$ cat src/rtl/picorv32_ram_bridge.sv
// Bridge from the picorv32 native memory bus to a 1024x32 single-port RAM wrapper.
// Build option RAMBR_OOR_TRAP_EN adds a sticky oor_err flag and a 0xDEAD_BEEF out-of-range read value.
module picorv32_ram_bridge #(
  parameter logic [31:0] ADDR_BASE = 32'h0000_0000,
  parameter int          AW        = 10
) (
  input  logic          clk,
  input  logic          reset,
  input  logic          mem_valid,
  input  logic          mem_instr,
  input  logic [31:0]   mem_addr,
  input  logic [31:0]   mem_wdata,
  input  logic [3:0]    mem_wstrb,
  output logic          mem_ready,
  output logic [31:0]   mem_rdata,
  output logic          ram_ce,
  output logic          ram_oce,
  output logic          ram_reset,
  output logic          ram_wre,
  output logic [AW-1:0] ram_ad,
  output logic [31:0]   ram_din,
  input  logic [31:0]   ram_dout,
`ifdef RAMBR_OOR_TRAP_EN
  output logic          oor_err,
`endif
  output logic [1:0]    state_dbg
);

  // Handshake: a request is accepted only in IDLE while mem_valid=1; mem_ready
  // pulses for exactly one cycle (ACK) and the CPU drops mem_valid after it.
  localparam logic [1:0] IDLE  = 2'd0;
  localparam logic [1:0] RD    = 2'd1;
  localparam logic [1:0] MERGE = 2'd2;
  localparam logic [1:0] ACK   = 2'd3;

  logic [1:0]    state_q, state_d;
  logic [AW-1:0] addr_q, addr_d;
  logic [31:0]   wdata_q, wdata_d;
  logic [3:0]    wstrb_q, wstrb_d;
  logic [31:0]   rdata_q, rdata_d;
  logic          oor_q, oor_d;

  logic          in_range;
  logic [AW-1:0] word_idx;
  logic [31:0]   merged;
  logic          ce_c, wre_c;
  logic [AW-1:0] ad_c;
  logic [31:0]   din_c;
  logic [31:0]   oor_rdata;

  logic unused_ok;
  assign unused_ok = ^{mem_instr, mem_addr[1:0]};

  assign in_range = (mem_addr[31:AW+2] == ADDR_BASE[31:AW+2]);
  assign word_idx = mem_addr[AW+1:2];

`ifdef RAMBR_OOR_TRAP_EN
  assign oor_rdata = (mem_wstrb == 4'h0) ? 32'hDEAD_BEEF : 32'h0;
`else
  assign oor_rdata = 32'h0;
`endif

  always_comb begin
    merged = 32'h0;
    for (int i = 0; i < 4; i++) begin
      merged[8*i +: 8] = wstrb_q[i] ? wdata_q[8*i +: 8] : ram_dout[8*i +: 8];
    end
  end

  always_comb begin
    state_d = state_q;
    addr_d  = addr_q;
    wdata_d = wdata_q;
    wstrb_d = wstrb_q;
    rdata_d = rdata_q;
    oor_d   = oor_q;
    ce_c    = 1'b0;
    wre_c   = 1'b0;
    ad_c    = addr_q;
    din_c   = 32'h0;
    case (state_q)
      IDLE: begin
        if (mem_valid) begin
          if (!in_range) begin
            rdata_d = oor_rdata;
            oor_d   = 1'b1;
            state_d = ACK;
          end else if (mem_wstrb == 4'h0) begin
            ce_c    = 1'b1;
            ad_c    = word_idx;
            addr_d  = word_idx;
            state_d = RD;
          end else if (mem_wstrb == 4'hF) begin
            ce_c    = 1'b1;
            wre_c   = 1'b1;
            ad_c    = word_idx;
            din_c   = mem_wdata;
            state_d = ACK;
          end else begin
            // Partial store: fetch the old word first, merge it next cycle.
            ce_c    = 1'b1;
            ad_c    = word_idx;
            addr_d  = word_idx;
            wdata_d = mem_wdata;
            wstrb_d = mem_wstrb;
            state_d = MERGE;
          end
        end
      end
      RD: begin
        rdata_d = ram_dout;
        state_d = ACK;
      end
      MERGE: begin
        ce_c    = 1'b1;
        wre_c   = 1'b1;
        ad_c    = addr_q;
        din_c   = merged;
        state_d = ACK;
      end
      default: begin
        state_d = IDLE;
      end
    endcase
  end

  always_ff @(posedge clk or posedge reset) begin
    if (reset) begin
      state_q <= IDLE;
      addr_q  <= '0;
      wdata_q <= 32'h0;
      wstrb_q <= 4'h0;
      rdata_q <= 32'h0;
      oor_q   <= 1'b0;
    end else begin
      state_q <= state_d;
      addr_q  <= addr_d;
      wdata_q <= wdata_d;
      wstrb_q <= wstrb_d;
      rdata_q <= rdata_d;
      oor_q   <= oor_d;
    end
  end

  // Combinational RAM controls are gated by reset so an abort never writes.
  assign ram_ce    = ce_c & ~reset;
  assign ram_wre   = wre_c & ~reset;
  assign ram_ad    = ad_c;
  assign ram_din   = din_c;
  assign ram_oce   = 1'b1;
  assign ram_reset = reset;

  assign mem_ready = (state_q == ACK);
  assign mem_rdata = rdata_q;
  assign state_dbg = state_q;

`ifdef RAMBR_OOR_TRAP_EN
  assign oor_err = oor_q;
`else
  logic unused_oor;
  assign unused_oor = oor_q;
`endif

endmodule

$ cat config.mk
export PLATFORM = sky130hd
export DESIGN_NAME = picorv32_ram_bridge
export DESIGN_NICKNAME = d
export VERILOG_FILES = /design/src/rtl/picorv32_ram_bridge.sv
export SDC_FILE = /design/constraint.sdc
export NUM_CORES = 1
export LEC_CHECK = 0
export BUFFER_PORTS_ARGS = -buffer_cell sky130_fd_sc_hd__buf_2
export CORE_MARGIN = 1.5
export CORE_UTILIZATION = 38
export DETAILED_ROUTE_END_ITERATION = 12
export PLACE_DENSITY = 0.67
export SETUP_SLACK_MARGIN = 0.4
export SLEW_MARGIN = 20
export SYNTH_ARGS = -nofsm -noshare
export SYNTH_HDL_FRONTEND = slang
export SYNTH_SLANG_ARGS = --single-unit
$ cat constraint.sdc
create_clock -name clk -period 4.4 [get_ports clk]
set_input_delay 0.66 -clock clk [delete_from_list [all_inputs] [get_ports clk]]
set_output_delay 0.66 -clock clk [all_outputs]
set_load 0.02 [all_outputs]
# == After elaboration in Yosys (flattened, before gate mapping) ==
# Index checks and enable logic that the tools add are counted.
# word_totals
register_bits,80
inputBits,104
output_inout_bits,81
# op_classes
eq_ne,7
mux,30
n_bitwise,5
reduce_logical,8
# ops
cell,n
$mux W32,6
$pmux W32 S2,2
$mux W10,5
$mux W8,4
$logic_not A20 Y1,1
$mux W1,7
$mux W2,3
$ne A2 B2 Y1 const B,3
$reduce_and A5 Y1,1
$eq A2 B2 Y1 const B,2
$eq A4 B4 Y1 const B,1
$logic_not A4 Y1,1
$pmux W1 S2,2
$pmux W2 S2,1
$reduce_and A4 Y1,1
$not A1 Y1,3
$reduce_and A3 Y1,1
$and A1 B1 Y1,2
$eq A2 B1 Y1 const B,1
$logic_not A2 Y1,1
$reduce_bool A2 Y1,1
$reduce_or A2 Y1,1

# == Longest topological paths before layout ==
# Gate-level depths: netlist of the first run.
# depth
word_depth,7
ltp_mapped,8

# == Least setup slack after synthesis of the first run ==
# OpenSTA, ideal clock, no wires.
# synth_timing
path_type,input port to output port
startpoint,input reset
endpoint,output ram_wre
arrival_time_ns,2.713
setup_slack_ns,1.027
stages,2
n_path_buf,0
path_cell_list,inv_1 -> o21a_1
# synth_between
elab_chain_cells,2
# synth_lines
element,line,rtl
"start, declared",8,"input logic reset,"
$not A1 Y1,147,assign ram_wre = wre_c & ~reset;
$and A1 B1 Y1,147,
"end, declared",19,"output logic ram_wre,"
# No other way between the ends.

# == Worst setup path after layout of the first run ==
# layout_timing
startpoint,input mem_addr[26]
endpoint,output ram_ad[7]
# layout_between
elab_chain_cells,4
# layout_lines
element,line,rtl
"start, declared",11,"input logic [31:0] mem_addr,"
$logic_not A20 Y1,54,assign in_range = (mem_addr[31:AW+2] == ADDR_BASE[31:AW+2]);
$mux W10,84,if (!in_range) begin
$mux W10,83,if (mem_valid) begin
$mux W10,81,case (state_q)
"end, declared",20,"output logic [AW-1:0] ram_ad,"
# No other way between the ends.

==> results.py, run 1 <==
metrics = {
    "status": {
        "outcome": "completed",
    },
    "timing": {
        "final-hold-violation-count": 0,
        "clock_skew_ns": 0.00737,
        "setup_violations": 0,
        "rsz0062_at_grt": "false",
        "post-route-period-util_pct": 70.4,
        "fin_crit_ns": 3.10,
        "hold_slack_ns": 0.495,
        "timing.final.max_slew_violations": 0,
        "fmax_ghz": 0.323,
        "setup-tns-final_ns": 0,
        "max_slew.worst_pin.slew_ns": 1.10,
        "relative_max_transition_margin_pct": 26.7,
    },
    "drt": {
        "drt_iter0_drc": 104,
        "vias": 3249,
        "totalWireLength_um": 10400,
        "via_per_inst": 5.33,
        "antenna_left": 0,
        "drt_pre_antenna_iters": 4,
        "wl_per_cell_um": 17.2,
        "drt_drc_violations_left": 0,
    },
    "layout": {
        "finalCoreUtilization_pct": 50.3,
        "mostFrequentLayoutCells": "sky130_fd_sc_hd__buf_2 (180), sky130_fd_sc_hd__dfrtp_1 (80), sky130_fd_sc_hd__mux2_2 (44)",
        "synthToLayoutAreaGrowth_pct": 29.1,
        "design.final.nets": 578,
        "post_route_cells_drive_above_1_share_pct": 54.5,
        "layout.cells.most_common": "sky130_fd_sc_hd__buf_2",
        "final.fill_count": 934,
        "n_antenna_cell": 0,
        "layoutNonFillerInstCount": 609,
    },
    "cts": {
        "clkSinkCount": 80,
        "cts.htree.levels": 3,
        "post_cts_hold_buffer_count": 0,
        "post_cts.resized_instances": 0,
        "worst_skew_pair.late_latency_ns": 0.34,
        "clkSlewWorstSetupHoldPaths_ns": 0.08,
        "cts_root_buf": "sky130_fd_sc_hd__clkbuf_8",
        "postCtsSetupRepairBufs": 0,
        "total_cts_buffers": 9,
        "max_buffers_root_to_sink": 2,
        "tritoncts": "yes",
    },
    "synthesis": {
        "synth-adder-area-share_pct": 1.26,
        "yosys.area_share.xor_xnor_pct": 0,
        "synthesis.instances": 299,
        "synth-compound-area-share_pct": 15.5,
        "synth.area.mux_share_pct": 24.8,
        "syn-num-nets": 407,
        "yosys.area_share.simple_pct": 4.39,
        "mappedNetlistArea_mm2": 0.00399,
        "synth-seq-cells": 80,
        "synth.yosys.seq_area_share_pct": 50.2,
        "warning_count_from_the_yosys_run": 0,
        "netlist-cell-type-count": 34,
        "largest_family_of_logic_cells_by_synthesized_area": "multiplexers",
        "syn_avg_cell_area_um2": 13.3,
    },
    "global_routing": {
        "globalRoute.busiestLayer": "met2",
        "grt_util_met1_pct": 25.6,
        "first_global_vias": 3161,
        "grt_use_total_pct": 18.7,
        "wire_length_of_the_first_global_routing_pass_um": 16300,
        "grt.met3_usage_pct": 4.82,
        "global_route.usage.met2_pct": 28.2,
        "maximum_number_of_pins_on_one_net_before_global_route_repair": 81,
        "overflow_after_grt": 0,
        "grt_antenna_before_repair": 0,
    },
    "pwr": {
        "leakage_power_nw": 2.68,
        "power_density_mw_per_mm2": 504,
        "vdd_ir_drop_max_mv": 0.226,
        "final_total_power_mw": 2.59,
    },
    "setup_path": {
        "worst-endpoint-arrival_ns": 2.44,
        "critPathRequiredTime_ns": 3.74,
        "worstPathMaxFanout": 11,
        "timing.setup.critical_path_class": "input port to output pin",
        "crit_path_end_kind": "output pin",
        "startpoint_type": "input port",
    },
    "worst_hold_path": {
        "hold_class": "flop to flop",
    },
    "placed_design": {
        "number_of_cells_after_detailed_placement": 595,
        "io_buffer_count": 180,
        "detailedPlacementHpwl_um": 7140,
        "gp_routability_congestion": 0.801,
    },
    "flow_run": {
        "cap_viol_max_count": 0,
    },
    "floorplanning": {
        "floorplan.initialDensity_pct": 39.0,
        "die_height_um": 105,
        "placeableCoreArea_mm2": 0.0102,
        "die_w_um": 105,
        "io_pins": 185,
        "fp-row-count": 37,
        "floorplan.die_area_mm2": 0.0111,
    },
}
-- flip-flops by register name, summed over array words and instances, names as in the netlist --
register / flops
addr_q: 10
wdata_q: 32
wstrb_q: 4
mem_rdata: 32
state_dbg: 2
-- power by group --
part,internal (mW),switching (mW)
Sequential,0.871,0.0775
Combinational,0.419,0.759
Clock,0.215,0.250
Total,1.51,1.09
-- worst paths after layout --
check	start	endpoint	slack, ns	cells after the start
max	mem_addr[26]	ram_ad[7]	1.30	6
min	mem_rdata[13]$_DFFE_PP0P_	mem_rdata[13]$_DFFE_PP0P_	0.50	1
max reg2reg	state_dbg[0]$_DFFE_PP0P_	wdata_q[18]$_DFFE_PP0P_	1.93	6
min reg2reg	mem_rdata[13]$_DFFE_PP0P_	mem_rdata[13]$_DFFE_PP0P_	0.50	1
max in group asynchronous	reset	wdata_q[30]$_DFFE_PP0P_	3.36	3
min in group asynchronous	reset	mem_rdata[12]$_DFFE_PP0P_	0.54	3
-- per-stage QoR --
step / setup WS (ns) / instance area (um2)
global placement: 1.34 / 4990
finish: 1.30 / 5150
global route: 1.18 / 5150
detailed placement: 1.32 / 4990
floorplan: 1.03 / 3990
CTS: 1.30 / 5140
-- cell usage after synthesis (all sizes together) --
cell	n	share of area [%]
a22o	32	7.0
o41ai	1	0.22
inv	4	0.38
clkbuf	10	0.94
conb	1	0.094
and4	2	0.47
a31oi	1	0.16
nor3	2	0.25
mux2	56	17
ha	4	1.3
or4	3	0.75
dfrtp	80	50
nand4	3	0.85
or3b	1	0.22
o311ai	2	0.44
mux2i	32	8.0
nor2	2	0.25
nor4	4	0.63
a21oi	2	0.25
and3	1	0.16
o21a	1	0.19
nand2	7	0.66
nor2b	1	0.16
o2bb2ai	33	7.3
buf	14	2.4
-- logic make-up after synthesis --
| kind of cell | count (synthesis) |
|---|---|
| buffers and inverters | 28 |
| AOI/OAI and AO/OA | 72 |
| and+or+nand+nor | 26 |
| adders and majority gates | 4 |
| other | 1 |
| muxes | 88 |
| DFF | 80 |
-- worst max-delay path, cell delays in order --
cell and delay (ns):
sky130_fd_sc_hd__buf_2 0.10, sky130_fd_sc_hd__or4_4 0.56, sky130_fd_sc_hd__nor2_2 0.21, sky130_fd_sc_hd__nand2_1 0.33
sky130_fd_sc_hd__mux2_2 0.40, sky130_fd_sc_hd__buf_2 0.16
-- final cells by class --
cell class                 instances  area [um2]  area share [%]
tap                              136         170            3.31
inverter                           4        16.3           0.316
timing repair buffer             184         935            18.2
multi-input combinational        191        1870            36.3
clock inverter                     1        5.00          0.0972
sequential                        80        2000            38.9
clock buffer                      13         149            2.89
-- layer usage --
layer	wire length (um)	vias up
met5	0	-
met4	205	0
met3	764	16
met2	4630	129
met1	4850	1620
li1	-	1484
Power figures use the tool's default switching activity.
==> inputs of run 2 (changes only) <==
PLACE_DENSITY = 0.7   (was 0.67)
clock period = 2.54 ns   (was 4.4 ns; I/O delays follow)
==> run 2 against run 1 <==
Sequential share of layout area decreased by 8.1 points. Design area rose by 26%. Global-route usage is 3.7 points higher. First-iteration DRC count rose by 13%. Clock power up 130%. Sequential cell count is the same. Total power up 110%. Die area stayed put. Critical path type unchanged. Largest cell class is now multi-input gates. Largest power group unchanged.
==> results.py, run 2 (synthesized netlist as in run 1, its figures left out) <==
metrics = {
    "worst_hold_path": {
        "hold_class": "input port to flop",
    },
    "cts": {
        "cts_root_buf": "sky130_fd_sc_hd__clkbuf_8",
        "clkSlewWorstSetupHoldPaths_ns": 0.08,
        "total_cts_buffers": 9,
        "cts.htree.levels": 3,
        "tritoncts": "yes",
        "post_cts_hold_buffer_count": 0,
        "max_buffers_root_to_sink": 2,
        "clkSinkCount": 80,
        "worst_skew_pair.late_latency_ns": 0.36,
    },
    "setup_path": {
        "startpoint_type": "input port",
        "critPathRequiredTime_ns": 2.16,
        "timing.setup.critical_path_class": "input port to output pin",
        "master_of_the_slowest_instance_on_the_critical_path": "sky130_fd_sc_hd__or4_4",
        "worstPathMaxFanout": 7,
        "r2r_start": "state_dbg[0]$_DFFE_PP0P_",
        "r2r_end": "wdata_q[5]$_DFFE_PP0P_",
        "timing_endpoint_of_the_critical_path": "ram_din[20]",
        "slowest_delay_ns": 0.58,
        "worst-endpoint-arrival_ns": 1.99,
        "ff2ff_setup_slack_ns": 0.62,
        "timing.critical_path.cells": "buf_6, or4_4, nor2_4, and3_4, buf_6, buf_12, buf_16, o2bb2ai_4, buf_6",
        "critical_path.most_common_cell": "sky130_fd_sc_hd__buf_6",
        "reg2reg_depth": 9,
        "timing.critical_path.from": "mem_addr[31]",
        "crit_path_end_kind": "output pin",
    },
    "layout": {
        "synthToLayoutAreaGrowth_pct": 63.0,
        "n_antenna_cell": 0,
        "layout.cells.most_common": "sky130_fd_sc_hd__buf_2",
        "final.fill_count": 776,
        "post_route_cells_drive_above_1_share_pct": 66.5,
        "final_cell_area_mm2": 0.00650,
        "design.final.nets": 608,
        "mostFrequentLayoutCells": "sky130_fd_sc_hd__buf_2 (135), sky130_fd_sc_hd__dfrtp_1 (80), sky130_fd_sc_hd__buf_6 (50), sky130_fd_sc_hd__mux2_2 (34)",
    },
    "floorplanning": {
        "die_height_um": 105,
        "fp-row-count": 37,
        "placeableCoreArea_mm2": 0.0102,
        "io_pins": 185,
        "floorplan.initialDensity_pct": 39.0,
        "die_w_um": 105,
        "floorplan.die_area_mm2": 0.0111,
    },
    "timing": {
        "setup-tns-final_ns": 0,
        "max_slew.worst_pin.slew_ns": 0.753,
        "relative_max_transition_margin_pct": 49.8,
        "post-route-period-util_pct": 93.4,
        "fmax_ghz": 0.422,
        "final-hold-violation-count": 0,
        "fin_crit_ns": 2.37,
        "clock_skew_ns": 0.00602,
        "rsz0062_at_grt": "true",
        "timing.final.max_slew_violations": 0,
        "setup_violations": 0,
    },
    "global_routing": {
        "grt_antenna_before_repair": 0,
        "overflow_after_grt": 0,
        "grt_use_total_pct": 22.4,
        "first_global_vias": 3730,
        "maximum_number_of_pins_on_one_net_before_global_route_repair": 81,
        "wire_length_of_the_first_global_routing_pass_um": 19300,
    },
    "drt": {
        "totalWireLength_um": 12400,
        "via_per_inst": 5.35,
        "drt_drc_violations_left": 0,
        "vias": 3432,
        "antenna_left": 0,
        "drt_pre_antenna_iters": 4,
        "drt_iter0_drc": 117,
        "wl_per_cell_um": 19.3,
    },
    "placed_design": {
        "io_buffer_count": 180,
        "detailedPlacementHpwl_um": 7790,
        "gp_routability_congestion": 0.724,
        "placed_area_mm2": 0.00528,
    },
    "flow_run": {
        "cap_viol_max_count": 0,
    },
    "pwr": {
        "vdd_ir_drop_max_mv": 0.438,
        "leakage_power_nw": 3.14,
        "power_density_mw_per_mm2": 837,
    },
    "status": {
        "outcome": "completed",
    },
}
==> run 2: cell count changes in the layout (fill, tap and decap cells not counted), moves of 4 or more <==
cell | previous run | this run
sky130_fd_sc_hd__buf_16 | 0 | 4
sky130_fd_sc_hd__buf_2 | 180 | 135
sky130_fd_sc_hd__buf_4 | 3 | 18
sky130_fd_sc_hd__buf_6 | 1 | 50
sky130_fd_sc_hd__mux2_2 | 44 | 34
sky130_fd_sc_hd__buf_12 | 0 | 6
sky130_fd_sc_hd__mux2_4 | 10 | 20
sky130_fd_sc_hd__o2bb2ai_4 | 1 | 21
sky130_fd_sc_hd__o2bb2ai_1 | 32 | 0
sky130_fd_sc_hd__o2bb2ai_2 | 0 | 12
sky130_fd_sc_hd__nor4_1 | 4 | 0
==> run 2: through the flow <==
stage	setup slack, ns	power, mW	hold slack, ns	utilization (%)	std cells
detailed placement	0.160	3.87	0.478	51.6	602
global route	0.120	5.70	0.241	63.5	641
finish	0.169	5.44	0.253	63.5	641
global placement	0.164	3.83	0.474	51.6	602
CTS	0.189	5.30	0.241	60.6	636
floorplan	0.253	3.01	0.464	-	299
==> run 2: worst max-delay path, delay by kind of cell <==
kind	cells	cell delay [ns]
buf+inv	5	0.57
compound gates	1	0.12
simple gates	3	0.92
==> run 2: worst min path at each step <==
stage	end	depth (start not counted)	slack [ns]	start
detailed placement	mem_rdata[19]$_DFFE_PP0P_	1	0.48	mem_rdata[19]$_DFFE_PP0P_
global placement	wdata_q[19]$_DFFE_PP0P_	1	0.47	wdata_q[19]$_DFFE_PP0P_
global route	mem_rdata[14]$_DFFE_PP0P_	2	0.24	ram_dout[14]
CTS	mem_rdata[14]$_DFFE_PP0P_	2	0.24	ram_dout[14]
finish	mem_rdata[14]$_DFFE_PP0P_	2	0.25	ram_dout[14]
floorplan	wdata_q[18]$_DFFE_PP0P_	1	0.46	wdata_q[18]$_DFFE_PP0P_
==> run 2: cell type report <==
class                      instances  area (um2)  area share [%]
sequential                        80        2000            30.8
timing repair buffer             214        1620            24.9
clock inverter                     5        80.1            1.23
clock buffer                      11         141            2.18
multi-input combinational        191        2460            37.9
inverter                           4        23.8           0.366
tap                              136         170            2.62
==> run 2: layer usage <==
layer | up-vias | GRT usage [%] | wire length [um]
met2 | 149 | 37.1 | 6010
met3 | 21 | 6.25 | 929
met5 | - | 0 | 0
met1 | 1710 | 28.4 | 5200
met4 | 0 | 6.85 | 250
li1 | 1552 | - | -
==> run 2: report_power, final <==
part / total, mW / internal (mW) / switching, mW
sequential: 1.65 / 1.51 / 0.137
combinational: 2.72 / 1.17 / 1.56
clock: 1.06 / 0.579 / 0.485
total: 5.44 / 3.26 / 2.18
==> run 2: what timing repair did <==
action	CTS	global route
setup endpoints to repair	44	44
resized for setup	120	34
pin swaps	3	6
buffers inserted	13	5
cloned	5	0
endpoints found under the hold margin	0	0
==> inputs of run 3 (changes only) <==
CORE_MARGIN = 2   (was 1.5)
==> run 3 against run 2 <==
Total power rose by 1.2%. Final cell count shrank 1.4%. Sequential share of layout area increased by 2.0 points. Core utilization fell by 4.2 points. Global-route usage down 1.8 points. Sequential power barely moved.
==> results.py, run 3 (synthesized netlist as in run 1, its figures left out) <==
metrics = {
    "status": {
        "outcome": "completed",
    },
    "global_routing": {
        "grt_antenna_before_repair": 0,
        "first_global_vias": 3483,
        "grt_use_total_pct": 20.6,
        "maximum_number_of_pins_on_one_net_before_global_route_repair": 81,
        "wire_length_of_the_first_global_routing_pass_um": 18100,
        "overflow_after_grt": 0,
    },
    "drt": {
        "via_per_inst": 5.32,
        "antenna_left": 0,
        "vias": 3362,
        "wl_per_cell_um": 19.1,
        "totalWireLength_um": 12100,
        "drt_iter0_drc": 134,
        "drt_drc_violations_left": 0,
        "drt_pre_antenna_iters": 4,
    },
    "setup_path": {
        "crit_path_end_kind": "output pin",
        "master_of_the_slowest_instance_on_the_critical_path": "sky130_fd_sc_hd__nor4_2",
        "critical_path.most_common_cell": "sky130_fd_sc_hd__buf_12",
        "startpoint_type": "input port",
        "critPathRequiredTime_ns": 2.16,
        "timing.critical_path.cells": "buf_2, nor4_2, and4_2, and3_4, buf_12, buf_12, o2bb2ai_2, buf_6",
        "timing.setup.critical_path_class": "input port to output pin",
        "worst-endpoint-arrival_ns": 1.98,
        "worstPathMaxFanout": 8,
        "slowest_delay_ns": 0.36,
    },
    "pwr": {
        "power_frac_comb_pct": 49.6,
        "switching_pwr_mw": 2.16,
        "final_total_power_mw": 5.50,
        "sequential_power_share_pct": 29.8,
        "sw_frac_of_total_pct": 39.3,
        "vdd_ir_drop_max_mv": 0.446,
        "power_density_mw_per_mm2": 903,
        "p_int_mw": 3.34,
        "clkPwrFrac_pct": 20.6,
        "leakage_power_nw": 3.00,
    },
    "timing": {
        "rsz0062_at_grt": "true",
        "post-route-period-util_pct": 93.0,
        "setup_violations": 0,
        "relative_max_transition_margin_pct": 58.3,
        "timing.final.max_slew_violations": 0,
        "final-hold-violation-count": 0,
        "fin_crit_ns": 2.36,
        "fmax_ghz": 0.423,
        "max_slew.worst_pin.slew_ns": 0.625,
        "clock_skew_ns": 0.00641,
        "setup-tns-final_ns": 0,
    },
    "layout": {
        "post_route_cells_drive_above_1_share_pct": 65.7,
        "design.final.nets": 600,
        "synthToLayoutAreaGrowth_pct": 52.8,
        "layout.cells.most_common": "sky130_fd_sc_hd__buf_2",
        "layoutNonFillerInstCount": 632,
        "finalCoreUtilization_pct": 59.3,
        "n_antenna_cell": 0,
        "mostFrequentLayoutCells": "sky130_fd_sc_hd__buf_2 (146), sky130_fd_sc_hd__dfrtp_1 (80), sky130_fd_sc_hd__mux2_2 (44), sky130_fd_sc_hd__a22o_1 (32), sky130_fd_sc_hd__mux2i_1 (32)",
    },
    "cts": {
        "clkSlewWorstSetupHoldPaths_ns": 0.08,
        "total_cts_buffers": 9,
        "cts.htree.levels": 3,
        "max_buffers_root_to_sink": 2,
        "tritoncts": "yes",
        "clkSinkCount": 80,
        "worst_skew_pair.late_latency_ns": 0.35,
        "cts_root_buf": "sky130_fd_sc_hd__clkbuf_8",
    },
    "floorplanning": {
        "io_pins": 185,
        "die_w_um": 106,
        "floorplan.die_area_mm2": 0.0113,
        "die_height_um": 106,
        "floorplan.initialDensity_pct": 38.8,
        "placeableCoreArea_mm2": 0.0103,
        "fp-row-count": 37,
    },
    "placed_design": {
        "io_buffer_count": 180,
        "number_of_cells_after_detailed_placement": 602,
        "gp_routability_congestion": 0.827,
        "detailedPlacementHpwl_um": 7700,
    },
    "flow_run": {
        "cap_viol_max_count": 0,
    },
    "worst_hold_path": {
        "hold_class": "input port to asynchronous set/reset pin",
    },
}
[run 3: metrics by stage]
stage          area (um2)  setup WS (ns)  hold slack [ns]
4_1_cts              5960          0.190            0.203
2_1_floorplan        4200          0.253            0.464
3_3_place_gp         5280         0.0682            0.474
6_report             6090          0.178            0.175
3_5_place_dp         5280         0.0625            0.477
5_1_grt              6090          0.116            0.207
[run 3: layer usage]
metal  wire (um)  up-vias  track usage [%]
met2        5820      138             34.5
met4         181        0             7.42
li1            -     1541                -
met3         851       15             4.78
met5           0        -                0
met1        5240     1668             26.0
[run 3: worst paths after layout]
path                                                start                   endpoint  slack (ns)  cells past startpoint
min in group clk                              ram_dout[3]   mem_rdata[3]$_DFFE_PP0P_        0.26                      2
worst min register to register  mem_rdata[13]$_DFFE_PP0P_  mem_rdata[13]$_DFFE_PP0P_        0.50                      1
worst min-delay path                                reset      addr_q[8]$_DFFE_PP0P_        0.17                      3
worst max register to register   state_dbg[1]$_DFFE_PP0P_  mem_rdata[25]$_DFFE_PP0P_        0.51                      6
worst max-delay path                         mem_addr[22]                ram_din[14]        0.18                      8
max in group asynchronous                           reset    wdata_q[11]$_DFFE_PP0P_        1.99                      3
[run 3: power by group through the flow]
stage                     Combinational, mW  Clock [mW]  Sequential, mW
after floorplan                        1.08           0            1.93
after global placement                 2.15           0            1.66
after detailed placement               2.21           0            1.66
after CTS                              2.52        1.16            1.64
after global routing                   2.90        1.20            1.67
final                                  2.73        1.13            1.64
[run 3: worst max-delay path, delay by kind of cell]
kind / cells / cell delay, ns
and+or+nand+nor: 3 / 0.96
buffers and inverters: 4 / 0.51
AOI/OAI and AO/OA: 1 / 0.12
[run 3: final cells by class]
| class | instances | area, um2 |
|---|---|---|
| tap | 136 | 170 |
| sequential | 80 | 2000 |
| timing repair buffer | 205 | 1430 |
| multi-input combinational | 192 | 2230 |
| fill | 850 | 4190 |
| clock buffer | 12 | 145 |
| inverter | 4 | 18.8 |
| clock inverter | 3 | 90.1 |
[run 3: repair_timing]
action,in CTS,in global routing
buffers inserted,8,3
pin swaps,4,4
hold buffers,0,0
resized for setup,80,9
cloned,2,2
setup endpoints to repair,44,76
